`src/rtl/alu_flags_unit_if.sv`:
```
// Bus between an ALU flag consumer and alu_flags_unit: capture, save/restore
// pulses, the four-phase condition query and the held state.
interface alu_flags_unit_if;
    logic       resultValid;
    logic [7:0] result;
    logic       isZero;
    logic       sign;
    logic       unsignedOverflow;
    logic       overflow;
    logic       isAdding;
    logic       saveFlags;
    logic       restoreFlags;
    logic       condReq;
    logic [2:0] condCode;
    logic [7:0] heldResult;
    logic [4:0] flags;
    logic [4:0] shadowFlags;
    logic       condAck;
    logic       condTrue;

    modport master (
        output resultValid, result, isZero, sign, unsignedOverflow, overflow, isAdding,
        output saveFlags, restoreFlags, condReq, condCode,
        input  heldResult, flags, shadowFlags, condAck, condTrue
    );

    modport slave (
        input  resultValid, result, isZero, sign, unsignedOverflow, overflow, isAdding,
        input  saveFlags, restoreFlags, condReq, condCode,
        output heldResult, flags, shadowFlags, condAck, condTrue
    );
endinterface

```
`src/rtl/alu_flags_unit.sv`:
```
// Holds the last ALU result and its flags {Z,N,C,V,A}, a one-deep shadow copy,
// and answers four-phase condition-code queries against the flags.
module alu_flags_unit (
    input logic             clk,
    input logic             reset,
    alu_flags_unit_if.slave bus
);
    typedef enum logic [1:0] {IDLE, ACK, RELEASE} condState_t;

    localparam logic [4:0] FLAGS_RST = 5'b10000;

    condState_t condState;
    logic [7:0] heldResultQ;
    logic [4:0] flagsQ;
    logic [4:0] shadowQ;
    logic [4:0] aluFlags;
    logic [4:0] flagsNext;
    logic       condAckQ;
    logic       condTrueQ;

    assign aluFlags = {bus.isZero, bus.sign, bus.unsignedOverflow, bus.overflow, bus.isAdding};

    // Capture wins over restore; this value also feeds the query so a request
    // landing on the same edge as a flag update sees the new flags.
    always_comb begin
        flagsNext = flagsQ;
        if (bus.resultValid)
            flagsNext = aluFlags;
        else if (bus.restoreFlags)
            flagsNext = shadowQ;
    end

    function automatic logic evalCond(input logic [2:0] code, input logic [4:0] f);
        logic z, n, c, v, a;
        {z, n, c, v, a} = f;
        case (code)
            3'd0:    return 1'b1;
            3'd1:    return z;
            3'd2:    return !z;
            3'd3:    return n ^ v;
            3'd4:    return !(n ^ v);
            3'd5:    return c & !a;
            3'd6:    return !(c & !a);
            default: return v;
        endcase
    endfunction

    always_ff @(posedge clk) begin
        if (reset) begin
            heldResultQ <= 8'h00;
            flagsQ      <= FLAGS_RST;
            shadowQ     <= FLAGS_RST;
            condState   <= IDLE;
            condAckQ    <= 1'b0;
            condTrueQ   <= 1'b0;
        end else begin
            if (bus.resultValid)
                heldResultQ <= bus.result;
            flagsQ <= flagsNext;
            // Shadow always takes the pre-edge flags, which makes save+restore a swap.
            if (bus.saveFlags)
                shadowQ <= flagsQ;

            case (condState)
                IDLE: begin
                    if (bus.condReq) begin
                        condTrueQ <= evalCond(bus.condCode, flagsNext);
                        condAckQ  <= 1'b1;
                        condState <= ACK;
                    end
                end
                ACK: begin
                    if (!bus.condReq) begin
                        condAckQ  <= 1'b0;
                        condTrueQ <= 1'b0;
                        condState <= RELEASE;
                    end
                end
                default: begin
                    condState <= IDLE;
                end
            endcase
        end
    end

    assign bus.heldResult  = heldResultQ;
    assign bus.flags       = flagsQ;
    assign bus.shadowFlags = shadowQ;
    assign bus.condAck     = condAckQ;
    assign bus.condTrue    = condTrueQ;
endmodule

```
`src/flat_wrapper.sv`:
```
// flat-port wrapper written by rule: the top's interface ports become plain ports
module alu_flags_unit_flat 
  (clk, reset, bus_resultValid, bus_result, bus_isZero, bus_sign, bus_unsignedOverflow, bus_overflow, bus_isAdding, bus_saveFlags, bus_restoreFlags, bus_condReq, bus_condCode, bus_heldResult, bus_flags, bus_shadowFlags, bus_condAck, bus_condTrue);
  alu_flags_unit_if bus_i ();
  input logic clk;
  input logic reset;
  input wire logic [$bits(bus_i.resultValid)-1:0] bus_resultValid;
  input wire logic [$bits(bus_i.result)-1:0] bus_result;
  input wire logic [$bits(bus_i.isZero)-1:0] bus_isZero;
  input wire logic [$bits(bus_i.sign)-1:0] bus_sign;
  input wire logic [$bits(bus_i.unsignedOverflow)-1:0] bus_unsignedOverflow;
  input wire logic [$bits(bus_i.overflow)-1:0] bus_overflow;
  input wire logic [$bits(bus_i.isAdding)-1:0] bus_isAdding;
  input wire logic [$bits(bus_i.saveFlags)-1:0] bus_saveFlags;
  input wire logic [$bits(bus_i.restoreFlags)-1:0] bus_restoreFlags;
  input wire logic [$bits(bus_i.condReq)-1:0] bus_condReq;
  input wire logic [$bits(bus_i.condCode)-1:0] bus_condCode;
  output wire logic [$bits(bus_i.heldResult)-1:0] bus_heldResult;
  output wire logic [$bits(bus_i.flags)-1:0] bus_flags;
  output wire logic [$bits(bus_i.shadowFlags)-1:0] bus_shadowFlags;
  output wire logic [$bits(bus_i.condAck)-1:0] bus_condAck;
  output wire logic [$bits(bus_i.condTrue)-1:0] bus_condTrue;
  assign bus_i.resultValid = bus_resultValid;
  assign bus_i.result = bus_result;
  assign bus_i.isZero = bus_isZero;
  assign bus_i.sign = bus_sign;
  assign bus_i.unsignedOverflow = bus_unsignedOverflow;
  assign bus_i.overflow = bus_overflow;
  assign bus_i.isAdding = bus_isAdding;
  assign bus_i.saveFlags = bus_saveFlags;
  assign bus_i.restoreFlags = bus_restoreFlags;
  assign bus_i.condReq = bus_condReq;
  assign bus_i.condCode = bus_condCode;
  assign bus_heldResult = bus_i.heldResult;
  assign bus_flags = bus_i.flags;
  assign bus_shadowFlags = bus_i.shadowFlags;
  assign bus_condAck = bus_i.condAck;
  assign bus_condTrue = bus_i.condTrue;
  alu_flags_unit u_core (.clk(clk), .reset(reset), .bus(bus_i));
endmodule
```
`config.mk`:
```
export PLATFORM = sky130hd
export DESIGN_NAME = alu_flags_unit_flat
export DESIGN_NICKNAME = d
export VERILOG_FILES = /design/src/rtl/alu_flags_unit_if.sv /design/src/rtl/alu_flags_unit.sv /design/src/flat_wrapper.sv
export SDC_FILE = /design/constraint.sdc
export NUM_CORES = 1
export LEC_CHECK = 0
export CORE_MARGIN = 5
export CORE_UTILIZATION = 44
export DETAILED_ROUTE_END_ITERATION = 16
export PLACE_DENSITY = 0.91
export SLEW_MARGIN = 20
export SYNTH_ARGS = -nofsm -noshare
export SYNTH_HDL_FRONTEND = slang
export SYNTH_SLANG_ARGS = --single-unit
```
`constraint.sdc`:
```
create_clock -name clk -period 3.7 [get_ports clk]
set_clock_uncertainty 0.1 [all_clocks]
set_input_delay 0.74 -clock clk [delete_from_list [all_inputs] [get_ports clk]]
set_output_delay 0.74 -clock clk [all_outputs]
set_load 0.02 [all_outputs]
```
# Word level (Yosys, flattened, before mapping)
# Cells that the tools add are included.
classes:
  bitwise: 2
  n_eq_ne: 9
  mux: 11
  reduce_logical: 9
ops:
  columns: ["cell", "count"]
  rows:
  - ["2-to-1 mux 5 bit", 2]
  - ["== test 3 bit (second input constant)", 3]
  - ["one-hot mux 1 bit (7 select lines)", 1]
  - ["== test 3 x 2 -> 1 bit (second input constant)", 2]
  - ["zero test 1 bit", 4]
  - ["2-to-1 mux 2 bit", 2]
  - ["!= test 2 bit (second input constant)", 2]
  - ["one-hot mux 1 bit (2 select lines)", 2]
  - ["one-hot mux 2 bit (2 select lines)", 1]
  - ["== test 3 x 1 -> 1 bit (second input constant)", 1]
  - ["zero test 3 bit", 1]
  - ["2-to-1 mux 1 bit", 3]
  - ["AND reduction 3 bit", 1]
  - ["== test 2 x 1 -> 1 bit (second input constant)", 1]
  - ["zero test 2 bit", 1]
  - ["AND reduction 2 bit", 1]
  - ["nonzero test 2 bit", 1]
  - ["bitwise AND 1 bit", 1]
  - ["XOR 1 bit", 1]
word_totals:
  regBits: 22
  output_inout_bits: 20
  input_bits: 22

# Logic depth before layout (Yosys ltp)
# Gate-level depths: netlist of run 1.
depth:
  word_depth: 8
  mapped_depth: 6

# Worst setup path before layout of run 1
# Ideal clock, no wire load.
synth_path:
  kind: "in2reg"
  start: "input bus_restoreFlags"
  end: "register u_core.condTrueQ (netlist: u_core.bus.condTrue)"
  n_path_buf: 1
  setup_slack_ns: 1.832
  arrival_time_ns: 1.642
  stages: 6
  setup_time_ns: 0.126
  path_cell_list: "buf_6 nor2b_1 a222oi_1 nor3b_1 a211oi_1 a2bb2oi_1"
synth_between:
  elab_chain_cells: 8
synth_rtl:
  columns: ["element", "line", "source"]
  rows:
  - ["start, declared", "flat_wrapper.sv:15", "input wire logic [$bits(bus_i.restoreFlags)-1:0] bus_restoreFlags;"]
  - ["2-to-1 mux 5 bit *", "alu_flags_unit.sv:29", "else if (bus.restoreFlags)"]
  - ["2-to-1 mux 5 bit *", "alu_flags_unit.sv:27", "if (bus.resultValid)"]
  - ["zero test 1 bit", "alu_flags_unit.sv:42, alu_flags_unit.sv:43", null]
  - ["bitwise AND 1 bit", "alu_flags_unit.sv:42, alu_flags_unit.sv:43", null]
  - ["zero test 1 bit", "alu_flags_unit.sv:43", "3'd6: return !(c & !a);"]
  - ["one-hot mux 1 bit (7 select lines) *", "alu_flags_unit.sv:36", "case (code)"]
  - ["2-to-1 mux 1 bit *", "alu_flags_unit.sv:66", "if (bus.condReq) begin"]
  - ["one-hot mux 1 bit (2 select lines) *", "alu_flags_unit.sv:64", "case (condState)"]
  - ["end signal, assigned", "alu_flags_unit.sv:67", "condTrueQ <= evalCond(bus.condCode, flagsNext);"]
  - ["end, declared", "alu_flags_unit.sv:19", "logic condTrueQ;"]
# Every way passes the cells marked *; elsewhere a longest branch is shown, timed or not. The select of a mux whose other input is x is not followed.
# A chain may end at the register's enable or synchronous reset.

# Worst setup path after layout of run 1
# Ends and elaborated chain as after synthesis.

==> impl.org, run 1 <==
** Setup path
- For the worst setup path, the data required time is 3.81 ns.
- The endpoint identified for the worst register-to-register timing path is u_core.bus.condTrue.
- The critical path is of the input pin to register type.
- The worst setup path is launched from an input pin.
- Critical Path Sink Type :: register
- Critical path fanouts, max :: 11
- In this run the critical register-to-register path is launched from u_core.bus.flags[1].
- The most critical setup path has its startpoint at bus_restoreFlags.
- CP arrival :: 2.48 ns
- The number of cells on the worst reg-to-reg path is 5.
- CP Capture Point :: u_core.bus.condTrue
- The worst register-to-register path has a setup slack of between 2 and 2.5 ns.

** Drt
- The pre-antenna-repair detailed-routing pass consisted of 4 iterations.
- Once detail routing completed, the nets flagged for antenna violations numbered 0.
- Remaining DRCs :: 0
- Dividing the detail-routed via count by the number of cells gives 5.20.
- The detailed router finished its first iteration with 22 violations.
- Dividing the detail-routed wire length by the instance count gives 13.6 um.
- Detailed routing inserted a total of approximately 900 vias.
- Drt total wl :: ~2.4 mm

** Yosys
- Of the synthesized area, sequential elements account for 0.443.
- By area the synthesized netlist is led by dfxtp_1 44%, mux2i_1 16%, nor2_1 7.6%.
- Of the post-synthesis cell area, the dominant cell type holds 0.443.
- Async set-or-reset flop fraction in the synthesized netlist :: 0
- A synthesized cell averages between 9 and 10 um2.
- Number of enable flip-flop cells after synthesis :: 0
- The number of nets handed over by synthesis was around 130.
- Count of cell types in the netlist :: 30
- Cell count after synthesis :: 106
- Cell accounting for the most synthesized area :: dfxtp_1
- For this run, the number of Yosys warnings is 0.
- Most repeated cell in the gate-level netlist after synthesis :: dfxtp_1
- Top cells by count, synth :: 22 x dfxtp_1, 20 x nor2_1, 16 x mux2i_1
- Prevailing post-synth register cell :: dfxtp_1
- The cell area that synthesis handed to floorplanning was around 990 um2.
- Flip-flop and latch count after synthesis :: 22

** Placed design
- Total of buffers placed on input and output ports :: 41
- Routability-driven placement finished with a final weighted congestion of 0.778.
- HPWL reported at the end of detailed placement :: around 1.9 mm

** Outcome
- Result of the run :: finished, final reports clean

** STA
- Period minus WS final :: 2.36 ns
- Worst slew margin relative to its limit :: 0.475
- Sum Neg Setup Slack :: 0 ns
- Of the available clock period, the critical path in the final layout requires 0.639.
- For the pin with the worst max-slew slack, the measured transition is ~0.8 ns.
- Setup repair after global routing left no endpoint under its margin.
- The number of pins exceeding their max-slew limit in the final report came to 0.
- Static timing analysis puts the maximum clock frequency at between 400 and 500 MHz.
- Hold violation count in the final report :: 0
- Setup violations remaining at the end of the flow were counted as 0.

** Global routing
- The via count of the first global-routing pass is 931.
- Entering global routing, the biggest net connects 23 pins.
- The first global-routing pass estimated around 3.9 mm of wire.
- The initial antenna violation count came to 0.
- Global routing finished with a remaining overflow of 0.
- In the global route stage, overall resource usage came out at 0.151.

** Floorplanning
- I/O Pins :: 42
- Total die area :: 3310 um2
- The core region is ~2200 um2.
- From bottom edge to top edge, the die measures approximately 58 um.
- Cell Rows :: 17
- The die is ~58 um wide.
- Starting density of the core :: 0.453

** CTS
- TritonCTS clock tree :: done
- Counting every sink on the clock net gives 22.
- For this design, the CTS-stage hold fixing added 0 buffers.
- The later pin in the worst-skew pair is clocked with a latency of roughly 0.31 ns.
- After clock tree synthesis, the clock-pin slew on the worst setup and hold paths is 0.13 ns.
- The number of clock buffers added by TritonCTS is 3.
- After clock tree synthesis, the repair step resized 0 gates.
- Counting along the longest clock path gives a buffer depth of 2.
- Number of H-tree branching levels :: 1
- Post-CTS timing repair inserted 0 buffers for setup.
- Root cell of the clock tree :: clkbuf_4

** Layout
- Number of nets at the end of the flow :: about 170
- Area occupied by multi-input gates :: approximately 510 um2
- Filler instances :: 178
- In the final layout, the share of cells above drive strength 1 is 0.0411.
- Flip-flop and latch area :: roughly 440 um2
- Area added between synthesis and finish :: 47.6%
- 0 antenna diodes ended up in the layout.

** Min path
- Along the worst hold path, the cell count comes to 1.
- In this run the worst hold path is classified as register to register.
- Beginning of the worst hold path :: u_core.bus.flags[4]

** Power and ir drop
- Dividing total power by cell area gives a power density of roughly 380 nW/um2.
- After layout, the design draws a total of around 0.56 mW.
- Across the VDD grid, the largest voltage drop is 0.294 mV.
- The analysis attributes to cell leakage a power of ~0.6 nW.

** Flow run
- Max-Cap Viols :: 0
[cells in the final DEF, fill, tap and decap left out, drive strengths merged, types with 2 or more instances in the layout]
cell,instances
clkdlybuf4s50,41
dfxtp,22
nor2,20
mux2i,16
nor2b,5
a21oi,4
o21ai,4
xnor2,4
inv,3
nor3b,3
clkbuf,3
a211o,2
a211oi,2
[how the worst min path moves through the flow]
stage          slack [ns]                        end
6_report             0.40  u_core.bus.shadowFlags[4]
5_1_grt              0.44        u_core.condState[1]
4_1_cts              0.40  u_core.bus.shadowFlags[4]
3_5_place_dp         0.38  u_core.bus.shadowFlags[4]
3_3_place_gp         0.37   u_core.bus.heldResult[6]
2_1_floorplan        0.35        u_core.condState[1]
[stage by stage]
stage	cell area [um2]	util	std cells	hold WS, ns	worst slack, ns
floorplan	993	-	106	0.354	1.83
CTS	1470	0.669	174	0.405	1.36
global placement	1410	0.645	170	0.372	1.09
detailed placement	1410	0.645	170	0.377	1.00
global route	1470	0.669	174	0.443	1.27
finish	1470	0.669	174	0.403	1.34
[cell type report]
| class | count | area share |
|---|---|---|
| Multi-Input combinational cell | 75 | 0.347 |
| Sequential cell | 22 | 0.300 |
| Timing Repair Buffer | 42 | 0.285 |
| Tap cell | 28 | 0.0239 |
| Clock inverter | 1 | 0.0205 |
| Clock buffer | 3 | 0.0154 |
| Inverter | 3 | 0.00768 |
[flip-flops by register name (all words and copies together), names as in the netlist]
| name | count |
|---|---|
| u_core.bus.condAck | 1 |
| u_core.bus.condTrue | 1 |
| u_core.bus.flags | 5 |
| u_core.condState | 2 |
| u_core.bus.shadowFlags | 5 |
| u_core.bus.heldResult | 8 |
[logic make-up after synthesis]
family | count (synthesis) | share of synthesized area
compound gates | 19 | 0.132
flops | 22 | 0.443
buf+inv | 9 | 0.0441
simple gates | 35 | 0.173
xor+xnor | 4 | 0.0353
mux | 17 | 0.173
[where the power goes]
group / internal (mW) / total [mW] / leakage [nW] / switching (mW)
logic: 0.0640 / 0.116 / 0.385 / 0.0517
registers: 0.250 / 0.260 / 0.181 / 0.00984
clock network: 0.110 / 0.187 / 0.0279 / 0.0775
total: 0.424 / 0.563 / 0.594 / 0.139
[layer usage]
layer / global-route usage / part of all wire / up-vias
met1: 0.175 / 0.44 / 415
met2: 0.256 / 0.49 / 31
met3: 0.0407 / 0.064 / 3
met5: 0 / 0 / -
li1: - / - / 455
met4: 0.0662 / 0.012 / 0
[critical path, stage by stage]
cell and delay, ns:
clkdlybuf4s50_1 0.68, and2b_1 0.23, a211oi_1 0.40, nor3_1 0.09, o311ai_1 0.24, a2bb2oi_1 0.09
Note: power is estimated with default switching activity, not from simulation.
==> inputs of run 2 (changes only) <==
--- a/config.mk
+++ b/config.mk
@@ -5,10 +5,11 @@
 export SDC_FILE = /design/constraint.sdc
 export NUM_CORES = 1
 export LEC_CHECK = 0
+export CORE_ASPECT_RATIO = 1.75
 export CORE_MARGIN = 5
-export CORE_UTILIZATION = 44
+export CORE_UTILIZATION = 37
 export DETAILED_ROUTE_END_ITERATION = 16
-export PLACE_DENSITY = 0.91
+export PLACE_DENSITY = 0.83
 export SLEW_MARGIN = 20
 export SYNTH_ARGS = -nofsm -noshare
 export SYNTH_HDL_FRONTEND = slang
==> constraint.sdc (replaced) <==
create_clock -name clk -period 2.04 [get_ports clk]
set_clock_uncertainty 0.1 [all_clocks]
set_input_delay 0.408 -clock clk [delete_from_list [all_inputs] [get_ports clk]]
set_output_delay 0.408 -clock clk [all_outputs]
set_load 0.02 [all_outputs]
==> run 2 against run 1 <==
Net effect: cell count is 3.4% higher; combinational power is 91% higher; flip-flop and latch count stayed put; die area is 17% higher; global-route usage is 2.2 points lower; design area is 3.2% higher; utilization is 10 points lower; largest cell class unchanged; count of clock-buffer cells in the layout stayed put; first-iteration DRC count is 14% lower; worst hold slack worse by 0.010 ns.
==> impl.org, run 2 (synthesis results as in run 1) <==
** Layout
- Number of nets at the end of the flow :: approximately 180
- Leaving out filler cells and counting taps, the final layout contains 180.
- Max reg flops :: 8
- From synthesis to final layout, the design area changed by 52.4%.
- In the layout the commonest cells are 41 x clkdlybuf4s50_1, 22 x dfxtp_1, 20 x nor2_1, 16 x mux2i_1, 9 x buf_4.
- Post-route core utilization :: 0.569
- The library cell used most frequently in the layout, excluding fill and tap cells, is clkdlybuf4s50_1.
- N_diodes :: 0
- Layout cell share with drive strength beyond 1 :: 0.0850

** Global routing
- Layer with the highest usage after global routing :: met2
- The initial antenna violation count is 0.
- For this run, global-route usage on met2 was measured as 0.231.
- Overall routing resource usage :: 0.128
- In the global route stage, met3 resource usage came out at 0.0323.
- Pin count of the biggest net entering global routing :: 21
- Met1 Use GR :: 0.138
- The total overflow left after global routing is 0.
- Number of global-route vias before repair :: 916
- The first global-routing pass estimated between 4 and 5 mm of wire.

** STA
- Crit share post-route :: 0.935
- Hold violation count in the final report :: 0
- Worst slew margin relative to its limit :: 0.776
- Number of setup violations in the final report :: 0
- Hold_ws :: approximately 0.4 ns
- Period minus WS final :: roughly 1.9 ns
- Setup repair after global routing left no endpoint under its margin.
- Measured slew at the worst slew-check pin :: about 0.33 ns
- Setup slack closes at ~0.13 ns.
- Fin. max-slew vios :: 0
- Highest clock frequency the design can meet :: 524 MHz

** CTS
- In this run the post-CTS setup repair buffer count came out at 0.
- Root cell of the clock tree :: clkbuf_8
- TritonCTS clock tree :: done
- Clock-pin slew was measured on the worst setup and hold paths at ~0.070 ns.
- For this design, the sink count on the clock tree is 22.
- Post-CTS resize count :: 0
- In this run the deepest clock path goes through 2 buffers.
- After clock tree synthesis, the flow added hold-fix buffers numbering 0.
- The clock reaches the later pin of the worst-skew pair after about 0.25 ns.
- Number of H-tree branching levels :: 1
- Num CTS Buffers :: 3

** Floorplanning
- Total die area :: between 3000 and 4000 um2
- In this run the vertical extent of the chip is about 79 um.
- I/O Pins :: 42
- Cell Rows :: 25
- The floorplan step defined a core boundary enclosing roughly 2700 um2.
- Starting density of the core :: 0.374
- X dimension of the die :: about 49 um

** Setup path
- Critical-path cell list :: clkdlybuf4s50_1 > and2b_1 > a211oi_1 > buf_4 > nor3_1 > o311ai_1 > a2bb2oi_1
- Critical path fanouts, max :: 3
- CP arrival :: between 1.5 and 2 ns
- Among all stages on the critical path, the largest delay is contributed by clkdlybuf4s50_1.
- Startpoint kind of the worst setup timing path :: input pin
- Gate family responsible for the most delay along the worst path :: buffers and inverters
- Number of buffer and inverter stages on the critical path :: 2
- STA classifies the critical path endpoint as a register.
- The setup path with the least slack is of type input pin to register.
- For this run, the slowest stage of the critical path takes roughly 0.5 ns.
- At the worst endpoint, the required time is 2.08 ns.

** Outcome
- Result of the run :: finished, final reports clean

** Placed design
- Routability congestion estimate from global placement :: a little over 0.7
- HPWL reported at the end of detailed placement :: approximately 1.9 mm
- Post-Place Worst Slack :: -0.152 ns
- Total of buffers placed on input and output ports :: around 40
- Number of cells in the design after placement :: 177

** Drt
- Antenna Nets Post-Route :: 0
- Using the TritonRoute via totals, the vias-per-cell ratio works out to 5.11.
- Detailed routing inserted a total of around 920 vias.
- Remaining DRCs :: 0
- After detailed routing, the total wire length is 2.43 mm.
- The first routing iteration left 19 violations.
- Drt pass-1 iters :: 4
- After detailed routing, the average wire length per cell comes to about 14 um.

** Power and ir drop
- Total power density per cell area :: 626 nW/um2
- The completed layout was analyzed and its total power is ~0.95 mW.
- In this run the static leakage power is ~0.63 nW.
- Maximum VDD drop :: about 0.42 mV

** Min path
- In this run the worst hold path is classified as register to register.

** Flow run
- Max-Cap Viols :: 0
## run 2: changes by cell type in the layout (fill, tap and decap cells not counted), sizes merged
cell / change
bufinv: -1
buf: +8
## run 2: worst min-delay path: cells and delay by family, from the launching register on
kind	cells	cell delay (ns)
AOI/OAI and AO/OA	2	0.13
DFF	1	0.32
## run 2: worst paths after layout
check	from	to	slack, ns	depth (start not counted)
max	bus_restoreFlags	u_core.bus.condTrue	0.13	7
max reg2reg	u_core.bus.flags[4]	u_core.bus.condTrue	0.49	6
min	u_core.bus.condAck	u_core.bus.condAck	0.39	2
min reg2reg	u_core.bus.condAck	u_core.bus.condAck	0.39	2
## run 2: through the flow
step	cell area, um2	TNS, ns
CTS	1510	0
finish	1510	0
detailed placement	1470	-0.152
global route	1510	0
floorplan	993	0
global placement	1470	-0.0855
## run 2: final cells by class
class	instances	area [um2]
fill	226	1140
multi-input combinational	75	509
timing repair buffer	50	478
sequential	22	440
clock buffer	3	41.3
tap	27	33.8
inverter	3	11.3
## run 2: routing by layer
layer / vias up / wire (um) / share of wire
met2: 28 / 1290 / 0.53
met3: 2 / 158 / 0.065
met1: 426 / 969 / 0.40
met5: - / 0 / 0
li1: 463 / - / -
met4: 0 / 8 / 0.0033
## run 2: power by group
group / internal, mW / switching [mW] / leakage [nW]
clock network: 0.131 / 0.123 / 0.0216
registers: 0.454 / 0.0183 / 0.181
logic: 0.126 / 0.0952 / 0.424
==> inputs of run 3 (changes only) <==
--- a/config.mk
+++ b/config.mk
@@ -5,11 +5,11 @@
 export SDC_FILE = /design/constraint.sdc
 export NUM_CORES = 1
 export LEC_CHECK = 0
-export CORE_ASPECT_RATIO = 1.75
-export CORE_MARGIN = 5
-export CORE_UTILIZATION = 37
+export CORE_MARGIN = 2
+export CORE_UTILIZATION = 54
 export DETAILED_ROUTE_END_ITERATION = 16
-export PLACE_DENSITY = 0.83
+export DONT_BUFFER_PORTS = 1
+export PLACE_DENSITY = 0.81
 export SLEW_MARGIN = 20
 export SYNTH_ARGS = -nofsm -noshare
 export SYNTH_HDL_FRONTEND = slang
==> run 3 against run 2 <==
Net effect: register-to-register slack got worse by 0.09 ns; utilization increased by 3.6 points; total power decreased by 4.5%; count of clock-buffer cells in the layout unchanged; sequential share of layout area increased by 13 points; via count decreased by 21%; critical path depth decreased by 2; die area decreased by 43%; wire length decreased by 15%; cell count decreased by 28%; non-clock buffer count decreased by 50; first-iteration DRC count unchanged; largest power group unchanged.
==> impl.org, run 3 (synthesis results as in run 1) <==
** Power and ir drop
- Clock network fraction of total power :: 0.364
- Switching component of the power :: between 0.2 and 0.25 mW
- Final Power :: about 0.90 mW
- Maximum VDD drop :: between 0.5 and 0.6 mV
- Dividing total power by cell area gives a power density of just under 900 nW/um2.
- Of the total power, the share spent switching nets is 0.228.
- Fraction of power consumed by combinational cells :: 0.081
- Cell internal power was estimated by the tool at around 0.7 mW.
- The share of total power dissipated in sequential elements is 0.555.
- For this design the static power due to leakage is 0.435 nW.

** Drt
- The detailed router finished its first iteration with 19 violations.
- In the routed design, unresolved DRC markers number 0.
- Detail-routed net length per standard cell :: 16.0 um
- Before antenna repair, the detailed router went through 4 iterations.
- The count of nets left with antenna violations once routing finished came out at 0.
- Drt total wl :: about 2.1 mm
- Via count :: approximately 730
- Using the TritonRoute via totals, the vias-per-cell ratio works out to approximately 5.7.

** Floorplanning
- The initial utilization of the core area, before any placement, comes to 0.575.
- Total die area :: 2200 um2
- Placeable core area :: 1730 um2
- The die is 46.9 um tall.
- X dimension of the die :: approximately 47 um
- 42 I/O pins were placed.
- Row generation in the floorplan step produced 15 rows.

** Layout
- Layout Cells excl Fill :: ~130
- Leaving out fill and tap cells, the most frequent cell in the layout is dfxtp_1.
- Max reg flops :: 8
- Post-route core utilization :: 0.605
- Number of nets at the end of the flow :: 127
- Most used cells in the layout excluding fill and tap cells :: 22 x dfxtp_1, 20 x nor2_1, 16 x mux2i_1, 5 x nor2b_1
- 0 antenna diodes ended up in the layout.
- Relative to the synthesized area, the layout overhead comes to 5.16%.
- Of the cells placed in the final design, the portion with a size suffix greater than 1 is 0.0481.

** Placed design
- OpenSTA, run right after detailed placement, puts the worst setup slack at 0.413 ns.
- Number of cells in the design after placement :: 125
- Port buffering added 0 buffers.
- HPWL reported at the end of detailed placement :: about 1.5 mm
- Routability congestion estimate from global placement :: 0.800

** Global routing
- In the global route stage, overall resource usage came out at 0.200.
- The first global-routing pass estimated just over 3 mm of wire.
- The via count of the first global-routing pass is ~730.
- Entering global routing, the biggest net connects 23 pins.
- Number of antenna violations at the first check in global routing :: 0
- The total overflow left after global routing is 0.

** Setup path
- STA classifies the critical path startpoint as a register.
- Data on the critical path arrives at its endpoint at around 1.7 ns.
- STA classifies the critical path endpoint as a register.
- Endpoint of the lowest-slack register-to-register path :: u_core.bus.condTrue
- Tracing the worst setup path back leads to its startpoint at u_core.bus.flags[3].
- The worst register-to-register path has a depth of 5.
- For the worst setup path, the data required time is 2.14 ns.
- CP Capture Point :: u_core.bus.condTrue
- FF-to-FF Start :: u_core.bus.flags[3]
- Critical path fanouts, max :: 4
- Worst R2R Setup Slack :: just over 0.4 ns
- Worst setup path class :: register to register

** CTS
- TritonCTS created 3 clock buffers.
- The later pin in the worst-skew pair is clocked with a latency of around 0.3 ns.
- Number of H-tree branching levels :: 1
- TritonCTS built the clock tree.
- The clock passes through at most 2 buffers.
- Clock tree synthesis found a total of 22 sinks.
- Post-CTS resize count :: 0
- Clock-pin slew of the registers on the worst-case setup and hold paths :: about 0.13 ns
- Buffers inserted during post-CTS setup optimization :: 0
- The number of hold buffers added after CTS was 0.
- The tree is rooted in a clkbuf_4.

** Flow run
- Max-cap violations in this run came to 0.

** STA
- Crit share post-route :: 0.802
- Worst slew margin relative to its limit :: 0.744
- Setup repair after global routing left no endpoint under its margin.
- Static timing analysis puts the maximum clock frequency at just over 600 MHz.
- After routing, the total negative slack on setup checks comes to 0 ns.
- Measured slew at the worst slew-check pin :: ~0.38 ns
- The worst path meets setup with slightly above 0.4 ns of slack.
- Setup violations remaining at the end of the flow were counted as 0.
- Fin. max-slew vios :: 0
- Hold violation count in the final report :: 0
- Subtracting the final worst setup slack from the clock period gives 1.64 ns.

** Min path
- The tightest min-delay check is of the input pin to register type.

** Outcome
- The flow ran to the end, and the final reports show no timing, DRC or antenna violations.
==> run 3: cell count changes in the layout (fill, tap and decap cells not counted), sizes merged <==
| cell | change |
|---|---|
| clkdlybuf4s50 | -41 |
| buf | -9 |
| bufinv | +1 |
==> run 3: final cells by class <==
cell class	count	area (um2)
flip-flops and latches	22	440
multi-input cells	75	509
clock inverters	1	30.0
well taps	25	31.3
fillers	165	682
inverters	3	11.3
clock buffers	3	22.5
==> run 3: how the worst min path moves through the flow <==
stage	cells after the start	end	start	slack (ns)
6_report	1	u_core.bus.condAck	reset	0.05
3_3_place_gp	1	u_core.condState[1]	u_core.condState[1]	0.38
2_1_floorplan	1	u_core.condState[1]	u_core.condState[1]	0.35
5_1_grt	1	u_core.bus.condAck	reset	0.03
3_5_place_dp	1	u_core.bus.condAck	reset	0.38
4_1_cts	1	u_core.bus.condAck	reset	0.05
==> run 3: per-layer routing <==
metal,routed length (um),global-route usage,vias up
met1,894,0.244,328
li1,-,-,368
met4,12,0.0944,0
met5,0,0,-
met2,1010,0.326,31
met3,144,0.0538,2
==> run 3: power groups by stage <==
stage	Clock, mW	Sequential, mW	Combinational, mW
after floorplan	0	0.506	0.0820
after global placement	0	0.511	0.0690
after detailed placement	0	0.512	0.0730
after CTS	0.335	0.503	0.0734
after global routing	0.351	0.506	0.0827
final	0.329	0.502	0.0731
==> run 3: worst max-delay path, cell delays in order, from the launching register on <==
cell       delay [ns]
dfxtp_1          0.54
xnor2_1          0.11
a222oi_1         0.35
nor3b_1          0.23
a211oi_1         0.07
a2bb2oi_1        0.14
==> run 3: metrics by stage <==
stage / instance area (um2) / hold WS [ns]
CTS: 1040 / 0.0461
finish: 1040 / 0.0539
floorplan: 993 / 0.354
global placement: 992 / 0.377
detailed placement: 992 / 0.384
global route: 1040 / 0.0330
==> patch 1: new RTL, flow settings as in run 3 <==
The 3 states of `condState_t` get a one-hot encoding in 3 bits.
--- a/src/rtl/alu_flags_unit.sv
+++ b/src/rtl/alu_flags_unit.sv
@@ -5,7 +5,7 @@
     input logic             reset,
     alu_flags_unit_if.slave bus
 );
-    typedef enum logic [1:0] {IDLE, ACK, RELEASE} condState_t;
+    typedef enum logic [2:0] {IDLE = 3'b001, ACK = 3'b010, RELEASE = 3'b100} condState_t;
 
     localparam logic [4:0] FLAGS_RST = 5'b10000;
 
Check against the original RTL: no difference found for any inputs over 10 cycles, from zero or initial values and one cycle with reset high; not proved beyond that.
==> patch 1 against run 3 <==
  * Sequential power rose by 4.0%
  * Worst setup slack got worse by 0.079 ns
  * First-iteration DRC count fell by 42%
  * Sequential cell count up 1
  * Largest power group unchanged
  * Combinational power up 25%
  * Design area grew 4.3%
  * Sequential share of layout area is 0.094 points higher
  * Routed wire length decreased by 3.0%
  * Synthesized area increased by 5.3%
  * Non-clock buffer count up 2
  * Critical path type unchanged
  * Worst hold slack worse by 0.020 ns
  * Power shrank 7.6%
==> patch 1: results (changes against run 3) <==
.. list-table::
   :header-rows: 1

   * - Metric
     - Value
   * - Share of the synthesized netlist area taken by xor and xnor gates
     - 0.837% (-2.7 points)
   * - Clock network power consumption
     - 221 uW (-33%)
   * - Nets in the synthesized netlist
     - 129 (+0.78%)
   * - Nonclk inv count
     - 0 (-3)
   * - Sequential cell area
     - 460 um2 (+4.5%)
   * - Compound-Gate Fraction of Synth Area
     - 8.37% (-4.9 points)
   * - Count of plain and timing-repair buffers
     - 2 (+2)
   * - Maximum ir drop on the vdd rail
     - 0.000446 V (-21%)
   * - Number of filler instances in the final layout
     - 163 (-1.2%)
   * - Final wirelength
     - 2000 um (-3.0%)
   * - Filler-free cell count of the finished design
     - 132 (+2.3%)
   * - Top cells by area, synth
     - dfxtp_1 44%, mux2i_1 16%, nor2_1 6.1%
   * - Leakage
     - 0.000444 uW (+2.2%)
   * - Maximum cell stage delay along the critical path
     - 0.41 ns (-0.13 ns)
   * - Sequential fraction of design power
     - 62.5% (+7.0 points)
   * - Sequential cell count
     - 23 (+4.5%)
   * - Wire length of the first global-routing pass
     - 3120 um (+1.3%)
   * - Beginning of the worst register-to-register path
     - u_core.bus.flags[1]$_SDFF_PP0_
   * - Number of multi-input logic gates
     - 78 (+4.0%)
   * - Pin count of the biggest net entering global routing
     - 25 (+8.7%)
   * - Met1 global-route usage
     - 21.9% (-2.5 points)
   * - First DRT Iteration DRCs
     - 11 (-8)
   * - Clk tree area frac
     - 2.76% (-2.3 points)
   * - GR met2 Demand/Resource
     - 31.7% (-0.87 points)
   * - Sequential cell area fraction in the yosys report
     - 44.0% (-0.31 points)
   * - Mux share of post-synthesis cell area
     - 23.1% (+5.8 points)
   * - DPL Wire Length
     - 1510 um (-1.2%)
   * - Result of the run
     - completed
   * - Non-clock buffer share
     - 1.38% (+1.4 points)
   * - Setup slack on the worst flop-to-flop path
     - 0.32 ns (-0.08 ns)
   * - Unique masters post-synth
     - 28 (-6.7%)
-- patch 1: cell types whose count changed after synthesis, sizes merged, moves of 2 or more --
cell           run 3  this run
o21ai              4         2
xnor2              4         1
inv                3         0
a21oi              4         6
nand2              1         5
mux2               1         4
nand2b             0         3
nor2              20        17
mux2i             16        18
-- patch 1: how the worst min path moves through the flow --
stage,depth (start not counted),slack (ns),endpoint
global route,1,0.01,u_core.bus.heldResult[3]$_SDFFE_PP0P_
finish,1,0.03,u_core.bus.flags[3]$_SDFF_PP0_
floorplan,1,0.38,u_core.bus.flags[2]$_SDFF_PP0_
global placement,1,0.38,u_core.bus.condAck$_SDFFE_PP0P_
CTS,1,0.03,u_core.bus.flags[1]$_SDFF_PP0_
detailed placement,1,0.38,u_core.bus.flags[1]$_SDFF_PP0_
-- patch 1: per-stage QoR --
stage | util [%] | instance area, um2 | worst slack [ns] | power (uW) | hold WS (ns)
after floorplan | - | 1050 | 0.114 | 623 | 0.380
after global placement | 59.4 | 1060 | 0.196 | 620 | 0.382
after detailed placement | 59.4 | 1060 | 0.167 | 625 | 0.384
after CTS | 61.1 | 1090 | 0.317 | 842 | 0.0279
after global routing | 61.1 | 1090 | 0.246 | 873 | 0.0120
final | 61.1 | 1090 | 0.324 | 835 | 0.0341
-- patch 1: worst max-delay path: cells and delay by family (launching register included) --
kind            cells  cell delay (ns)
compound gates      2             0.46
flops               1             0.41
mux                 3             0.63
-- patch 1: logic make-up after synthesis --
family,count (synthesis)
muxes,22
AOI/OAI and AO/OA,13
xor gates and xnor gates,1
and+or+nand+nor,42
buffers and inverters,6
DFF,23
-- patch 1: per-layer routing --
layer | up-vias | wire length, um
met2 | 26 | 975
li1 | 380 | -
met1 | 364 | 806
met3 | 6 | 172
met4 | 0 | 46
met5 | - | 0
==> patch 2: new RTL, config.mk and constraints of run 3 <==
Made on the original files. Reset style: asynchronous (`reset`), changed in one clocked block.
--- a/src/rtl/alu_flags_unit.sv
+++ b/src/rtl/alu_flags_unit.sv
@@ -45,7 +45,7 @@
         endcase
     endfunction
 
-    always_ff @(posedge clk) begin
+    always_ff @(posedge clk or posedge reset) begin
         if (reset) begin
             heldResultQ <= 8'h00;
             flagsQ      <= FLAGS_RST;
Check against the original RTL: differs if reset is asserted again (counterexample within 4 cycles, from zero or initial values and one cycle with reset high); with reset held inactive, the same outputs for 10 cycles.
==> patch 2 against run 3 <==
  * Synthesized area grew 2.6%
  * Power rose by 8.1%
  * Largest power group unchanged
  * Fmax decreased by 6.0%
  * Routed wire length is 9.5% lower
  * Global-route usage decreased by 1.8 points
  * Sequential power up 21%
  * Worst setup slack got worse by 0.10 ns
  * Sequential cell count unchanged
  * Clock power fell by 28%
  * Via count is 12% lower
  * Design area grew 3.7%
==> patch 2: results (changes against run 3) <==
.. list-table::
   :header-rows: 1

   * - Metric
     - Value
   * - Switch Pwr
     - 301 uW (+46%)
   * - Fin nets
     - 107 (-16%)
   * - Number of multi-input logic gates
     - 54 (-28%)
   * - Commonest cells in the netlist
     - 20 x dfrtp_1, 13 x mux2_2, 6 x mux2i_1, 6 x nand2_1
   * - Maximum ir drop on the vdd rail
     - 0.000521 V (-8.1%)
   * - First DRT Iteration DRCs
     - 5 (-14)
   * - Detailed-route wire length on metal 1
     - 722 um (-19%)
   * - Final wirelength
     - 1870 um (-9.5%)
   * - Combinational share of power
     - 13.4% (+5.3 points)
   * - Weighted congestion at the end of routability-driven global placement
     - 0.636 (-20%)
   * - Top cells by area, synth
     - dfrtp_1 49%, mux2_2 14%, mux2i_1 5.9%
   * - Sequential cell count
     - 22 (unchanged)
   * - F_max
     - 0.575 GHz (-6.0%)
   * - Number of filler instances in the final layout
     - 144 (-13%)
   * - Met3 wire length
     - 140 um (-2.8%)
   * - GR Util All Layers
     - 18.2% (-1.8 points)
   * - Origin of the worst min-delay path
     - bus_condReq
   * - Share of the synthesized netlist area taken by xor and xnor gates
     - 4.29% (+0.77 points)
   * - Dpl ws
     - 0.306 ns (-0.107 ns)
   * - Share of flip-flops with an asynchronous set or reset after synthesis
     - 100% (+100 points)
   * - Internal power
     - 676 uW (-3.1%)
   * - Hold buffer count at cts
     - 1 (+1)
   * - Result of the run
     - completed
   * - Sequential fraction of design power
     - 62.2% (+6.7 points)
   * - Reg-to-Reg End
     - u_core.bus.condTrue$_DFFE_PP0P_
   * - Cell area after placement
     - 1040 um2 (+4.5%)
   * - Vias per inst
     - 5.87 (+3.9%)
   * - Max-Slew Margin vs Limit
     - 73.1% (-1.3 points)
   * - Wire length of the first global-routing pass
     - 2730 um (-11%)
   * - Met2 routed WL
     - 979 um (-3.1%)
   * - Nonclk inv count
     - 2 (-1)
[patch 2: worst register-to-register path, stage by stage, from the launching register on]
cell and delay (ns):
dfrtp_1 0.53, xor2_1 0.17, nor2_1 0.06, a2111oi_0 0.41
o311ai_1 0.15, o211a_1 0.22
[patch 2: worst max path at each step]
stage / from / to
finish: u_core.bus.flags[3]$_DFF_PP0_ / u_core.bus.condTrue$_DFFE_PP0P_
global route: u_core.bus.flags[3]$_DFF_PP0_ / u_core.bus.condTrue$_DFFE_PP0P_
CTS: u_core.bus.flags[3]$_DFF_PP0_ / u_core.bus.condTrue$_DFFE_PP0P_
detailed placement: u_core.bus.flags[3]$_DFF_PP0_ / u_core.bus.condTrue$_DFFE_PP0P_
global placement: u_core.bus.flags[3]$_DFF_PP0_ / u_core.bus.condTrue$_DFFE_PP0P_
floorplan: bus_restoreFlags / u_core.bus.condTrue$_DFFE_PP0P_
